$ cat src/rtl/uart_pkg.sv
`default_nettype none
// ---------------------------------------------------------------------------
// uart_pkg : shared UART transmitter encodings and baud helper
// Rev 1.0
// ---------------------------------------------------------------------------
package uart_pkg;

    typedef enum logic [1:0] {
        ST_IDLE  = 2'd0,
        ST_START = 2'd1,
        ST_DATA  = 2'd2,
        ST_STOP  = 2'd3
    } tx_state_e;

    localparam logic START_BIT = 1'b0;
    localparam logic STOP_BIT  = 1'b1;

    function automatic int unsigned baud_max(input int unsigned clk, input int unsigned bps);
        return clk / bps;
    endfunction

endpackage
`default_nettype wire

$ cat src/rtl/sync_fifo.sv
`default_nettype none
// ---------------------------------------------------------------------------
// sync_fifo : single-clock show-ahead FIFO with registered full/empty flags
// Rev 1.0
// ---------------------------------------------------------------------------
module sync_fifo #(
    parameter int WIDTH = 8,
    parameter int DEPTH = 16
) (
    input  logic             clk,
    input  logic             rst_n,
    input  logic             i_wr_en,
    input  logic [WIDTH-1:0] i_wr_data,
    input  logic             i_rd_en,
    output logic [WIDTH-1:0] o_rd_data,
    output logic             o_full,
    output logic             o_empty
);

    localparam int AW = $clog2(DEPTH);

    logic [WIDTH-1:0] mem [DEPTH];
    logic [AW:0]      wr_ptr_q, wr_ptr_d;
    logic [AW:0]      rd_ptr_q, rd_ptr_d;
    logic             full_q, full_d;
    logic             empty_q, empty_d;
    logic             w_do_wr;
    logic             w_do_rd;

    // A write is judged against the full flag held at the start of the cycle.
    assign w_do_wr = i_wr_en & ~full_q;
    assign w_do_rd = i_rd_en & ~empty_q;

    always_comb begin
        wr_ptr_d = wr_ptr_q + {{AW{1'b0}}, w_do_wr};
        rd_ptr_d = rd_ptr_q + {{AW{1'b0}}, w_do_rd};
        empty_d  = (wr_ptr_d == rd_ptr_d);
        full_d   = (wr_ptr_d[AW] != rd_ptr_d[AW]) && (wr_ptr_d[AW-1:0] == rd_ptr_d[AW-1:0]);
    end

    always_ff @(posedge clk or negedge rst_n) begin
        if (!rst_n) begin
            wr_ptr_q <= '0;
            rd_ptr_q <= '0;
            full_q   <= 1'b0;
            empty_q  <= 1'b1;
        end else begin
            wr_ptr_q <= wr_ptr_d;
            rd_ptr_q <= rd_ptr_d;
            full_q   <= full_d;
            empty_q  <= empty_d;
        end
    end

    always_ff @(posedge clk) begin
        if (w_do_wr) begin
            mem[wr_ptr_q[AW-1:0]] <= i_wr_data;
        end
    end

    assign o_rd_data = mem[rd_ptr_q[AW-1:0]];
    assign o_full    = full_q;
    assign o_empty   = empty_q;

endmodule
`default_nettype wire

$ cat src/rtl/uart_frame_tx.sv
`default_nettype none
// ---------------------------------------------------------------------------
// uart_frame_tx : FIFO-buffered 8N1 UART transmitter with per-frame done pulse
// Rev 1.0
// ---------------------------------------------------------------------------
module uart_frame_tx
    import uart_pkg::*;
#(
    parameter int unsigned CLK_FREQ    = 50_000_000,
    parameter int unsigned UART_BPS    = 9600,
    parameter int          FIFO_DEPTH  = 16,
    parameter int unsigned FRAME_BYTES = 10000
) (
    input  logic       sys_clk,
    input  logic       sys_rst_n,
    input  logic [7:0] pi_data,
    input  logic       pi_flag,
    output logic       tx,
    output logic       fifo_full,
    output logic       busy,
    output logic       overflow,
    output logic       frame_done
);

    localparam int unsigned BAUD_CNT_MAX = baud_max(CLK_FREQ, UART_BPS);
    localparam int BW = (BAUD_CNT_MAX > 2) ? $clog2(BAUD_CNT_MAX) : 1;
    localparam int FW = (FRAME_BYTES > 2) ? $clog2(FRAME_BYTES) : 1;

    tx_state_e   state_q, state_d;
    logic [BW-1:0] baud_cnt_q, baud_cnt_d;
    logic [2:0]  bit_cnt_q, bit_cnt_d;
    logic [FW-1:0] byte_cnt_q, byte_cnt_d;
    logic [7:0]  sh_q, sh_d;
    logic        tx_q, tx_d;
    logic        overflow_q, overflow_d;
    logic        frame_done_q, frame_done_d;

    logic        w_pop;
    logic        w_fifo_empty;
    logic        w_fifo_full;
    logic [7:0]  w_fifo_data;
    logic        w_baud_wrap;

    sync_fifo #(
        .WIDTH (8),
        .DEPTH (FIFO_DEPTH)
    ) u_fifo (
        .clk       (sys_clk),
        .rst_n     (sys_rst_n),
        .i_wr_en   (pi_flag),
        .i_wr_data (pi_data),
        .i_rd_en   (w_pop),
        .o_rd_data (w_fifo_data),
        .o_full    (w_fifo_full),
        .o_empty   (w_fifo_empty)
    );

    assign w_baud_wrap = (baud_cnt_q == BW'(BAUD_CNT_MAX - 1));

    always_comb begin
        state_d      = state_q;
        baud_cnt_d   = baud_cnt_q;
        bit_cnt_d    = bit_cnt_q;
        byte_cnt_d   = byte_cnt_q;
        sh_d         = sh_q;
        frame_done_d = 1'b0;
        w_pop        = 1'b0;
        overflow_d   = overflow_q | (pi_flag & w_fifo_full);

        if (state_q == ST_IDLE) begin
            baud_cnt_d = '0;
            bit_cnt_d  = '0;
            if (!w_fifo_empty) begin
                w_pop   = 1'b1;
                sh_d    = w_fifo_data;
                state_d = ST_START;
            end
        end else begin
            baud_cnt_d = w_baud_wrap ? '0 : baud_cnt_q + BW'(1);
        end

        case (state_q)
            ST_START: begin
                if (w_baud_wrap) begin
                    state_d = ST_DATA;
                end
            end
            ST_DATA: begin
                if (w_baud_wrap) begin
                    if (bit_cnt_q == 3'd7) begin
                        state_d = ST_STOP;
                    end else begin
                        bit_cnt_d = bit_cnt_q + 3'd1;
                    end
                end
            end
            ST_STOP: begin
                if (w_baud_wrap) begin
                    state_d = ST_IDLE;
                    if (byte_cnt_q == FW'(FRAME_BYTES - 1)) begin
                        byte_cnt_d   = '0;
                        frame_done_d = 1'b1;
                    end else begin
                        byte_cnt_d = byte_cnt_q + FW'(1);
                    end
                end
            end
            default: ;
        endcase

        // The line level is registered from the next state so tx tracks state_q.
        case (state_d)
            ST_START: tx_d = START_BIT;
            ST_DATA:  tx_d = sh_d[bit_cnt_d];
            default:  tx_d = STOP_BIT;
        endcase
    end

    always_ff @(posedge sys_clk or negedge sys_rst_n) begin
        if (!sys_rst_n) begin
            state_q      <= ST_IDLE;
            baud_cnt_q   <= '0;
            bit_cnt_q    <= '0;
            byte_cnt_q   <= '0;
            sh_q         <= '0;
            tx_q         <= STOP_BIT;
            overflow_q   <= 1'b0;
            frame_done_q <= 1'b0;
        end else begin
            state_q      <= state_d;
            baud_cnt_q   <= baud_cnt_d;
            bit_cnt_q    <= bit_cnt_d;
            byte_cnt_q   <= byte_cnt_d;
            sh_q         <= sh_d;
            tx_q         <= tx_d;
            overflow_q   <= overflow_d;
            frame_done_q <= frame_done_d;
        end
    end

    assign tx         = tx_q;
    assign fifo_full  = w_fifo_full;
    assign busy       = (state_q != ST_IDLE) | ~w_fifo_empty;
    assign overflow   = overflow_q;
    assign frame_done = frame_done_q;

endmodule
`default_nettype wire

$ cat config.mk
export PLATFORM = sky130hd
export DESIGN_NAME = uart_frame_tx
export DESIGN_NICKNAME = d
export VERILOG_FILES = /design/src/rtl/uart_pkg.sv /design/src/rtl/sync_fifo.sv /design/src/rtl/uart_frame_tx.sv
export SDC_FILE = /design/constraint.sdc
export NUM_CORES = 1
export LEC_CHECK = 0
export BUFFER_PORTS_ARGS = -buffer_cell sky130_fd_sc_hd__buf_4
export CORE_MARGIN = 2
export CORE_UTILIZATION = 40
export CTS_BUF_LIST = sky130_fd_sc_hd__clkbuf_8
export CTS_CLUSTER_DIAMETER = 150
export DETAILED_ROUTE_END_ITERATION = 12
export PLACE_DENSITY_LB_ADDON = 0.05
export SLEW_MARGIN = 20
export SYNTH_ARGS = -nofsm -noshare
export SYNTH_HDL_FRONTEND = slang
export SYNTH_HIERARCHICAL = 1
export SYNTH_SLANG_ARGS = --single-unit
$ cat constraint.sdc
create_clock -name sys_clk -period 3.81 [get_ports sys_clk]
set_input_delay 0.5715 -clock sys_clk [delete_from_list [all_inputs] [get_ports sys_clk]]
set_output_delay 0.5715 -clock sys_clk [all_outputs]
set_load 0.01 [all_outputs]
== After elaboration in Yosys (flattened, before gate mapping) ==
Memory sizes are Yosys's and may differ from the RTL's.
Cells that the tools add are included.

* Memory bits (writable): 128
* Input bits: 11
* Register bits after elaboration: 55
* Output and inout port bits: 5
* Logic and storage cells: 67
* Memories kept: 1

{| class="wikitable"
|+ Memory list
! name !! words !! bits a word !! read ports !! clocked after memory_dff !! wr ports !! RTL line !! source
|-
| u_fifo.mem || 16 || 8 || 1 || 0 || 1 || sync_fifo.sv:22 || <nowiki>logic [WIDTH-1:0] mem [DEPTH];</nowiki>
|}

* Reduce and logical (&&, ||, !) cells: 4
* Order comparisons: 1
* Bitwise gates (word level): 7
* Multiplexer cells: 26
* Add/subtract/negate cells: 5
* Equality and inequality tests: 11

{| class="wikitable"
|+ Operator list
! operator !! number
|-
| $mux W13 || 2
|-
| $mux W8 || 2
|-
| $add A14 B1 Y14 const B || 1
|-
| $eq A14 B14 Y1 const B || 1
|-
| $mux W14 || 1
|-
| $add A13 B1 Y13 const B || 1
|-
| $eq A13 B13 Y1 const B || 1
|-
| $mux W2 || 6
|-
| $mux W3 || 4
|-
| $add A5 B1 Y5 || 2
|-
| $mux W1 || 8
|-
| $eq A2 B2 Y1 const B || 3
|-
| $pmux W2 S3 || 1
|-
| $eq A5 B5 Y1 || 1
|-
| $eq A2 B1 Y1 const B || 2
|-
| $eq A4 B4 Y1 || 1
|-
| $lt A3 B4 Y1 const B || 1
|-
| $add A3 B1 Y3 const B || 1
|-
| $and A1 B1 Y1 || 3
|-
| $bmux W1 S3 || 1
|-
| $eq A3 B3 Y1 const B || 1
|-
| $logic_not A2 Y1 || 1
|-
| $not A1 Y1 || 2
|-
| $or A1 B1 Y1 || 2
|-
| 5 further kinds || 5
|}

== Logic depth before layout (Yosys ltp) ==
Gate-level depths: netlist of run 1.

* Depth in word-level cells: 8
* Depth in mapped cells: 10
* Mapped depth without buffers: 8

== Modules after synthesis ==
Netlist of run 1, hierarchy kept.

{| class="wikitable"
|+ Modules (own cells, without submodules)
! module !! sequential area each (µm²) !! area each (µm²) !! instances !! cells an instance
|-
| sync_fifo || 4145.2 || 5467.7 || 1 || 267
|-
| uart_frame_tx || 1077.3 || 2118.3 || 1 || 189
|}

== Least setup slack after synthesis of run 1 ==
Ideal clock, no wire load.

* Path type: reg-to-reg
* Start point: register u_fifo.rd_ptr_q[0]
* End point: register tx_q, in the netlist tx
* Setup time: 0.077 ns
* Path buffers: 2
* Clock period less this slack: 2.773 ns
* Data required time: 3.733 ns
* Arrival: 2.696 ns
* Cell stages (with the launch flop): 10
* Slack: 1.037 ns
* Cells stage by stage: dfrtp_1 > clkbuf_1 > buf_2 > mux4_2 > a22oi_1 > nand2_1 > mux2_2 > mux2_2 > a311o_1 > o2bb2a_4

* Word-level cells in the longest chain between the ends: 6

{| class="wikitable"
|+ RTL lines
! what !! RTL line !! source
|-
| from (decl) || sync_fifo.sv:24 || <nowiki>logic [AW:0] rd_ptr_q, rd_ptr_d;</nowiki>
|-
| from (signal assigned) || sync_fifo.sv:49 || <nowiki>rd_ptr_q <= rd_ptr_d;</nowiki>
|-
| $mem_v2 Z16 W8 || n/a ||
|-
| named net w_fifo_data[1] || uart_frame_tx.sv:41 || <nowiki>logic [7:0] w_fifo_data;</nowiki>
|-
| $mux W8 || uart_frame_tx.sv:73 || <nowiki>if (!w_fifo_empty) begin</nowiki>
|-
| $mux W8 || uart_frame_tx.sv:70 || <nowiki>if (state_q == ST_IDLE) begin</nowiki>
|-
| named net sh_d[1] || uart_frame_tx.sv:33 || <nowiki>logic [7:0] sh_q, sh_d;</nowiki>
|-
| $bmux W1 S3 || uart_frame_tx.sv:114 || <nowiki>ST_DATA: tx_d = sh_d[bit_cnt_d];</nowiki>
|-
| $mux W1 (implied by the code) || uart_frame_tx.sv:114 ||
|-
| $pmux W1 S2 || uart_frame_tx.sv:112 || <nowiki>case (state_d)</nowiki>
|-
| named net tx_d || uart_frame_tx.sv:34 || <nowiki>logic tx_q, tx_d;</nowiki>
|-
| to (signal assigned) || uart_frame_tx.sv:135 || <nowiki>tx_q <= tx_d;</nowiki>
|-
| to (decl) || uart_frame_tx.sv:34 ||
|}

The timed path passes the listed nets, and every way through them passes these cells. The select of a mux whose other input is x is not followed.
A chain may end at the register's enable or synchronous reset.

== Final worst setup path of run 1 ==
Same ends and word-level chain as after synthesis.

==> results of run 1 <==
area by class of cell:
| type | instances | area, sq um | share of cell area (%) |
|---|---|---|---|
| inverters | 11 | 41.3 | 0.490 |
| well taps | 234 | 293 | 3.48 |
| clock buffers | 17 | 234 | 2.78 |
| clock inverters | 15 | 175 | 2.08 |
| multi-input cells | 246 | 2240 | 26.6 |
| flip-flops and latches | 183 | 5220 | 62.0 |
| repair buffers | 29 | 218 | 2.59 |
worst max path at each step:
stage / startpoint / slack (ps) / to / cells after the start
after floorplan: u_fifo/rd_ptr_q[0]$_DFF_PN0_ / 1040 / tx$_DFF_PN1_ / 9
after global placement: u_fifo/rd_ptr_q[0]$_DFF_PN0_ / 880 / tx$_DFF_PN1_ / 10
after detailed placement: u_fifo/rd_ptr_q[0]$_DFF_PN0_ / 840 / tx$_DFF_PN1_ / 10
after CTS: u_fifo/rd_ptr_q[0]$_DFF_PN0_ / 820 / tx$_DFF_PN1_ / 10
after global routing: u_fifo/rd_ptr_q[0]$_DFF_PN0_ / 600 / tx$_DFF_PN1_ / 10
final: u_fifo/rd_ptr_q[0]$_DFF_PN0_ / 890 / tx$_DFF_PN1_ / 10
cells by family (layout without fill, tap and decap cells):
kind of cell / after synthesis / after routing / share of synthesized area (%)
AOI/OAI and AO/OA: 30 / 30 / 3.43
xor gates and xnor gates: 34 / 34 / 4.21
adders and majority gates: 8 / 8 / 1.32
buffers and inverters: 27 / 72 / 1.72
DFF: 183 / 183 / 68.8
muxes: 48 / 48 / 11.8
and+or+nand+nor: 126 / 126 / 8.66
flip-flops by register name, indices dropped and copies added, names as in the netlist:
register and count:
u_fifo/mem 128, byte_cnt_q 14, baud_cnt_q 13, sh_q 8, u_fifo/rd_ptr_q 5, u_fifo/wr_ptr_q 5, bit_cnt_q 3, state_q 2
frame_done 1, overflow 1, tx 1, u_fifo/o_empty 1, u_fifo/o_full 1
report_power, final:
part,switching (mW),internal [mW]
combinational,0.253,0.149
sequential,0.0890,2.32
clock,0.780,0.558
metrics by stage:
step	hold slack (ps)	worst slack [ps]	area, sq um	power (mW)
2_1_floorplan	276	1040	7590	2.67
4_1_cts	148	818	8420	4.21
6_report	134	887	8420	4.15
3_3_place_gp	441	884	8010	2.85
3_5_place_dp	450	841	8010	2.86
5_1_grt	157	600	8420	4.34
per-layer routing:
layer	vias to the layer above	global-route usage, %	wire length (microns)
met5	-	0	0
met4	0	4.00	121
met3	7	3.98	489
met2	52	27.9	7760
met1	2019	21.4	6910
li1	1802	-	-
cells in the mapped netlist, types with 4 or more instances:
master    number  area (sq um)
edfxtp_1     128          3840
nor2_1        41           154
ha_1           8           100
xnor2_1       16           140
mux2_2        13           146
xor2_1        16           140
nand4_1        7          43.8
inv_1         11          41.3
a22oi_1       17           128
nand2_1       23          86.3
buf_2          4          20.0
nor2b_1        5          31.3
and3_1         4          25.0
clkbuf_1       8          30.0
nand3_1       16          80.1
dfrtp_1       53          1330
mux4_2        32           721
nor3_1         9          45.0
worst max-delay path, cell delays in order, from the launching register on:
cell	delay, ps
dfrtp_2	560
buf_4	260
buf_4	310
mux4_2	550
a22oi_1	210
nand2_1	100
mux2_2	280
mux2i_1	120
mux2_2	170
o22ai_2	70
o2bb2a_4	220
==> impl_metrics.yaml, run 1 <==
synth:
  netlist_instances: 456
  synth-seq-area-share_pct: 68.8
  synth.avg_cell_area_sq_um: 16.6
  yosysWarnings: 6
  synth_cell_types: 49
  async_reset_ff_share_pct: 30.1
  syn_nets: 475
  synth_edf_count: 128
  yosys_register_bits: 183
  syn_area_sq_um: 7590
  ys_dominant_reg_cell: "edfxtp_1"
global_routing:
  track_usage_pct: 16.4
  grt_max_degree: 56
  grt_first_pass_wirelength_microns: 24100
  grt_antenna_before_repair: 0
  overflow: 0
  grt_pass1_vias: 4087
clock_network:
  cts-resized-gates: 0
  numClockSinks: 183
  hold_buffers: 0
  tritoncts: "done"
  cts_buffers: 17
  clkLatencyLatePin_ps: 460
  cts_buffer_depth: 2
  post_cts_buffers: 0
  clock_tree.root_cell: "clkbuf_8"
  path_clk_slew_ps: 110
  h-tree-depth: 4
setup_path:
  required_ps: 4200
  critPathArrivalTime_ps: 3310
  endpoint_kind: "flop"
  r2r_end: "tx$_DFF_PN1_"
  cp_max_fo: 14
  reg2reg_depth: 10
  worstSetupStartpointType: "flop"
  r2r_start: "u_fifo/rd_ptr_q[0]$_DFF_PN0_"
  worstSetupPathType: "flop to flop"
  rrSetupSlack_ps: 890
route:
  drt_iter0_markers: 251
  vias: 3880
  drcViolationCount: 0
  dr.pass1.iters: 4
  wire_per_inst_microns: 20.8
  vias_per_cell: 5.28
  postRouteWirelength_microns: 15300
  antenna_left: 0
cells_and_area:
  layout-drive-gt1-share_pct: 24.2
  area_growth_pct: 11.0
  final_common_cell: "edfxtp_1"
  fin_util_pct: 45.2
  fin_cells: 735
  n_fill_cell: 1659
  final_cell_mix: "edfxtp_1, dfrtp_1, nor2_1"
  layout.nets: 507
  n_antenna_cell: 0
timing:
  finalCritPeriodShare_pct: 76.7
  final.setup.tns_ps: 0
  timing.slew.headroom_pct: 27.3
  hold_viol_final: 0
  final.min_clock_period_ps: 2920
  worst_slew_pin_slew_ps: 1090
  final-setup-viol-count: 0
  skew_ps: 16.4
  finalMaxSlewViolations: 0
  max_freq_mhz: 342
  rsz0062_at_grt: "false"
die:
  die_y_microns: 142
  dieArea_sq_um: 20100
  core-area_sq_um: 18600
  start_util_pct: 40.7
  row_count: 50
  die_w_microns: 142
  pin_count: 16
pwr:
  leakage_nw: 3.06
  peakVddDrop_v: 0.000308
  p_per_area_nw_per_um2: 493
worst_hold_path:
  holdCritPathClass: "input port to asynchronous set/reset pin"
place:
  dp_cells: 703
  port_buffers: 15
  gp_congestion: 0.751
  dp_hpwl_microns: 9830
run_status:
  status: "complete, no violations"
flow_run:
  drv_cap: 0
No activity file was read; power rests on OpenSTA's default activity.
==> run 2: changes to the inputs <==
==> constraint.sdc (replaced) <==
create_clock -name sys_clk -period 2.6 [get_ports sys_clk]
set_input_delay 0.39 -clock sys_clk [delete_from_list [all_inputs] [get_ports sys_clk]]
set_output_delay 0.39 -clock sys_clk [all_outputs]
set_load 0.01 [all_outputs]
==> run 2 against run 1 <==
Cell count increased by 5.0%; register-to-register slack got worse by 880 ps; worst hold slack improved by 8.2 ps; sequential share of layout area decreased by 3.3 points; via count increased by 5.8%; core utilization increased by 2.6 points; clock power increased by 58%; cell area increased by 5.6%; largest power group unchanged; first-iteration DRC count decreased by 25%; maximum frequency increased by 13%; sequential power increased by 46%; flip-flop and latch count unchanged.
==> impl_metrics.yaml, run 2 (synthesis results as in run 1) <==
setup_path:
  cp_common_cell: "mux2_2"
  rrSetupSlack_ps: 10
  reg2reg_depth: 10
  cp_cell_sequence: "buf_12 -> buf_16 -> mux4_2 -> a22oi_1 -> nand2_1 -> mux2_2 -> mux2i_1 -> mux2_2 -> o22ai_2 -> o2bb2a_4"
  r2r_end: "tx$_DFF_PN1_"
  required_ps: 2990
  worstSetupPathType: "flop to flop"
  r2r_start: "u_fifo/rd_ptr_q[0]$_DFF_PN0_"
  endpoint_kind: "flop"
  cp_max_fo: 7
  worstSetupStartpointType: "flop"
  crit_family: "multiplexers"
  critPathArrivalTime_ps: 2980
  crit_slowest_cell: "mux4_2"
  path_buf_inv: 2
  max_stage_delay_ps: 480
route:
  drcViolationCount: 0
  wl_met3_microns: 477
  wire_per_inst_microns: 20.7
  vias: 4104
  wl_met2_microns: 7910
  met1_length_microns: 7380
  antenna_left: 0
  postRouteWirelength_microns: 16000
  dr.pass1.iters: 4
  top_layer_used: "met4"
  drt_iter0_markers: 188
  vias_per_cell: 5.32
run_status:
  status: "complete, no violations"
timing:
  worst_slew_pin_slew_ps: 978
  timing.slew.headroom_pct: 34.6
  max_freq_mhz: 386
  finalMaxSlewViolations: 0
  hold_viol_final: 0
  final.min_clock_period_ps: 2590
  finalCritPeriodShare_pct: 99.6
  rsz0062_at_grt: "true"
  skew_ps: 14.7
  final-setup-viol-count: 0
clock_network:
  cts_buffers: 17
  clkLatencyLatePin_ps: 460
  tritoncts: "done"
  h-tree-depth: 4
  numClockSinks: 183
  cts_buffer_depth: 2
  clock_tree.root_cell: "clkbuf_8"
  path_clk_slew_ps: 100
cells_and_area:
  final_cell_mix: "edfxtp_1, buf_4, dfrtp_1"
  n_fill_cell: 1615
  n_antenna_cell: 0
  final_area_sq_um: 8900
  multi_input_area_sq_um: 2290
  layout.nets: 545
  layout-drive-gt1-share_pct: 30.9
  seq_area_sq_um: 5220
  largest_reg_flops: 128
  area_growth_pct: 17.3
  final_common_cell: "edfxtp_1"
die:
  die_w_microns: 142
  core-area_sq_um: 18600
  start_util_pct: 40.7
  die_y_microns: 142
  pin_count: 16
  dieArea_sq_um: 20100
  row_count: 50
global_routing:
  grt_pass1_vias: 4225
  grt_antenna_before_repair: 0
  grt_first_pass_wirelength_microns: 24900
  grt_max_degree: 56
  overflow: 0
  track_usage_pct: 17.2
worst_hold_path:
  hold_end: "overflow$_DFF_PN0_"
  holdCritPathClass: "input port to flop"
  min_from: "pi_flag"
  hold_path_depth: 2
place:
  gp_congestion: 0.744
  dpl_cell_area_sq_um: 8280
  port_buffers: 15
  dp_hpwl_microns: 10200
pwr:
  total_power_mw: 6.26
  peakVddDrop_v: 0.000490
  p_per_area_nw_per_um2: 703
  leakage_nw: 3.31
flow_run:
  drv_cap: 0
## run 2: changes by cell type in the layout (fill, tap and decap cells not counted), moves of 2 or more
| cell | delta |
|---|---|
| a22oi_1 | -8 |
| bufinv_16 | +2 |
| buf_4 | +30 |
| inv_6 | -2 |
| a22oi_2 | +8 |
| buf_12 | +6 |
## run 2: worst max-delay path by stage
stage | end | slack (ps) | cells past startpoint | startpoint
after detailed placement | tx$_DFF_PN1_ | -180 | 10 | u_fifo/rd_ptr_q[0]$_DFF_PN0_
final | tx$_DFF_PN1_ | 10 | 10 | u_fifo/rd_ptr_q[0]$_DFF_PN0_
after global placement | tx$_DFF_PN1_ | -130 | 10 | u_fifo/rd_ptr_q[0]$_DFF_PN0_
after floorplan | tx$_DFF_PN1_ | 20 | 9 | u_fifo/rd_ptr_q[0]$_DFF_PN0_
after CTS | tx$_DFF_PN1_ | 4 | 8 | bit_cnt_q[1]$_DFF_PN0_
after global routing | tx$_DFF_PN1_ | -70 | 11 | u_fifo/rd_ptr_q[0]$_DFF_PN0_
## run 2: power breakdown
group          internal (mW)  switching (mW)
logic                  0.247           0.373
registers               3.40           0.121
clock network          0.998            1.12
## run 2: per-layer routing
| layer | vias to the layer above | global-route usage [%] |
|---|---|---|
| li1 | 1877 | - |
| met1 | 2144 | 23.4 |
| met2 | 67 | 27.9 |
| met3 | 16 | 4.08 |
| met4 | 0 | 4.79 |
| met5 | - | 0 |
## run 2: area by class of cell
cell class              count  area share, %
flip-flops and latches    183           58.7
multi-input cells         246           25.8
repair buffers             67           6.75
well taps                 234           3.29
clock buffers              17           2.63
clock inverters            14           2.38
inverters                  11          0.464
## run 2: stage by stage
stage,setup WS [ps],cells,setup TNS [ps],util [%],hold WS (ps)
floorplan,18.2,456,0,-,94.4
global placement,-134,732,-134,44.4,445
detailed placement,-181,732,-181,44.4,444
CTS,4.19,772,0,47.6,112
global route,-74.9,772,-74.9,47.7,115
finish,11.5,772,0,47.7,142
## run 2: repair_timing
action	in CTS	in global routing
gates cloned	1	0
pin swaps	3	1
hold endpoints to repair	30	0
hold buffers	1	0
gates resized for setup	10	5
endpoints found under the setup margin	1	2
buffers inserted	7	0
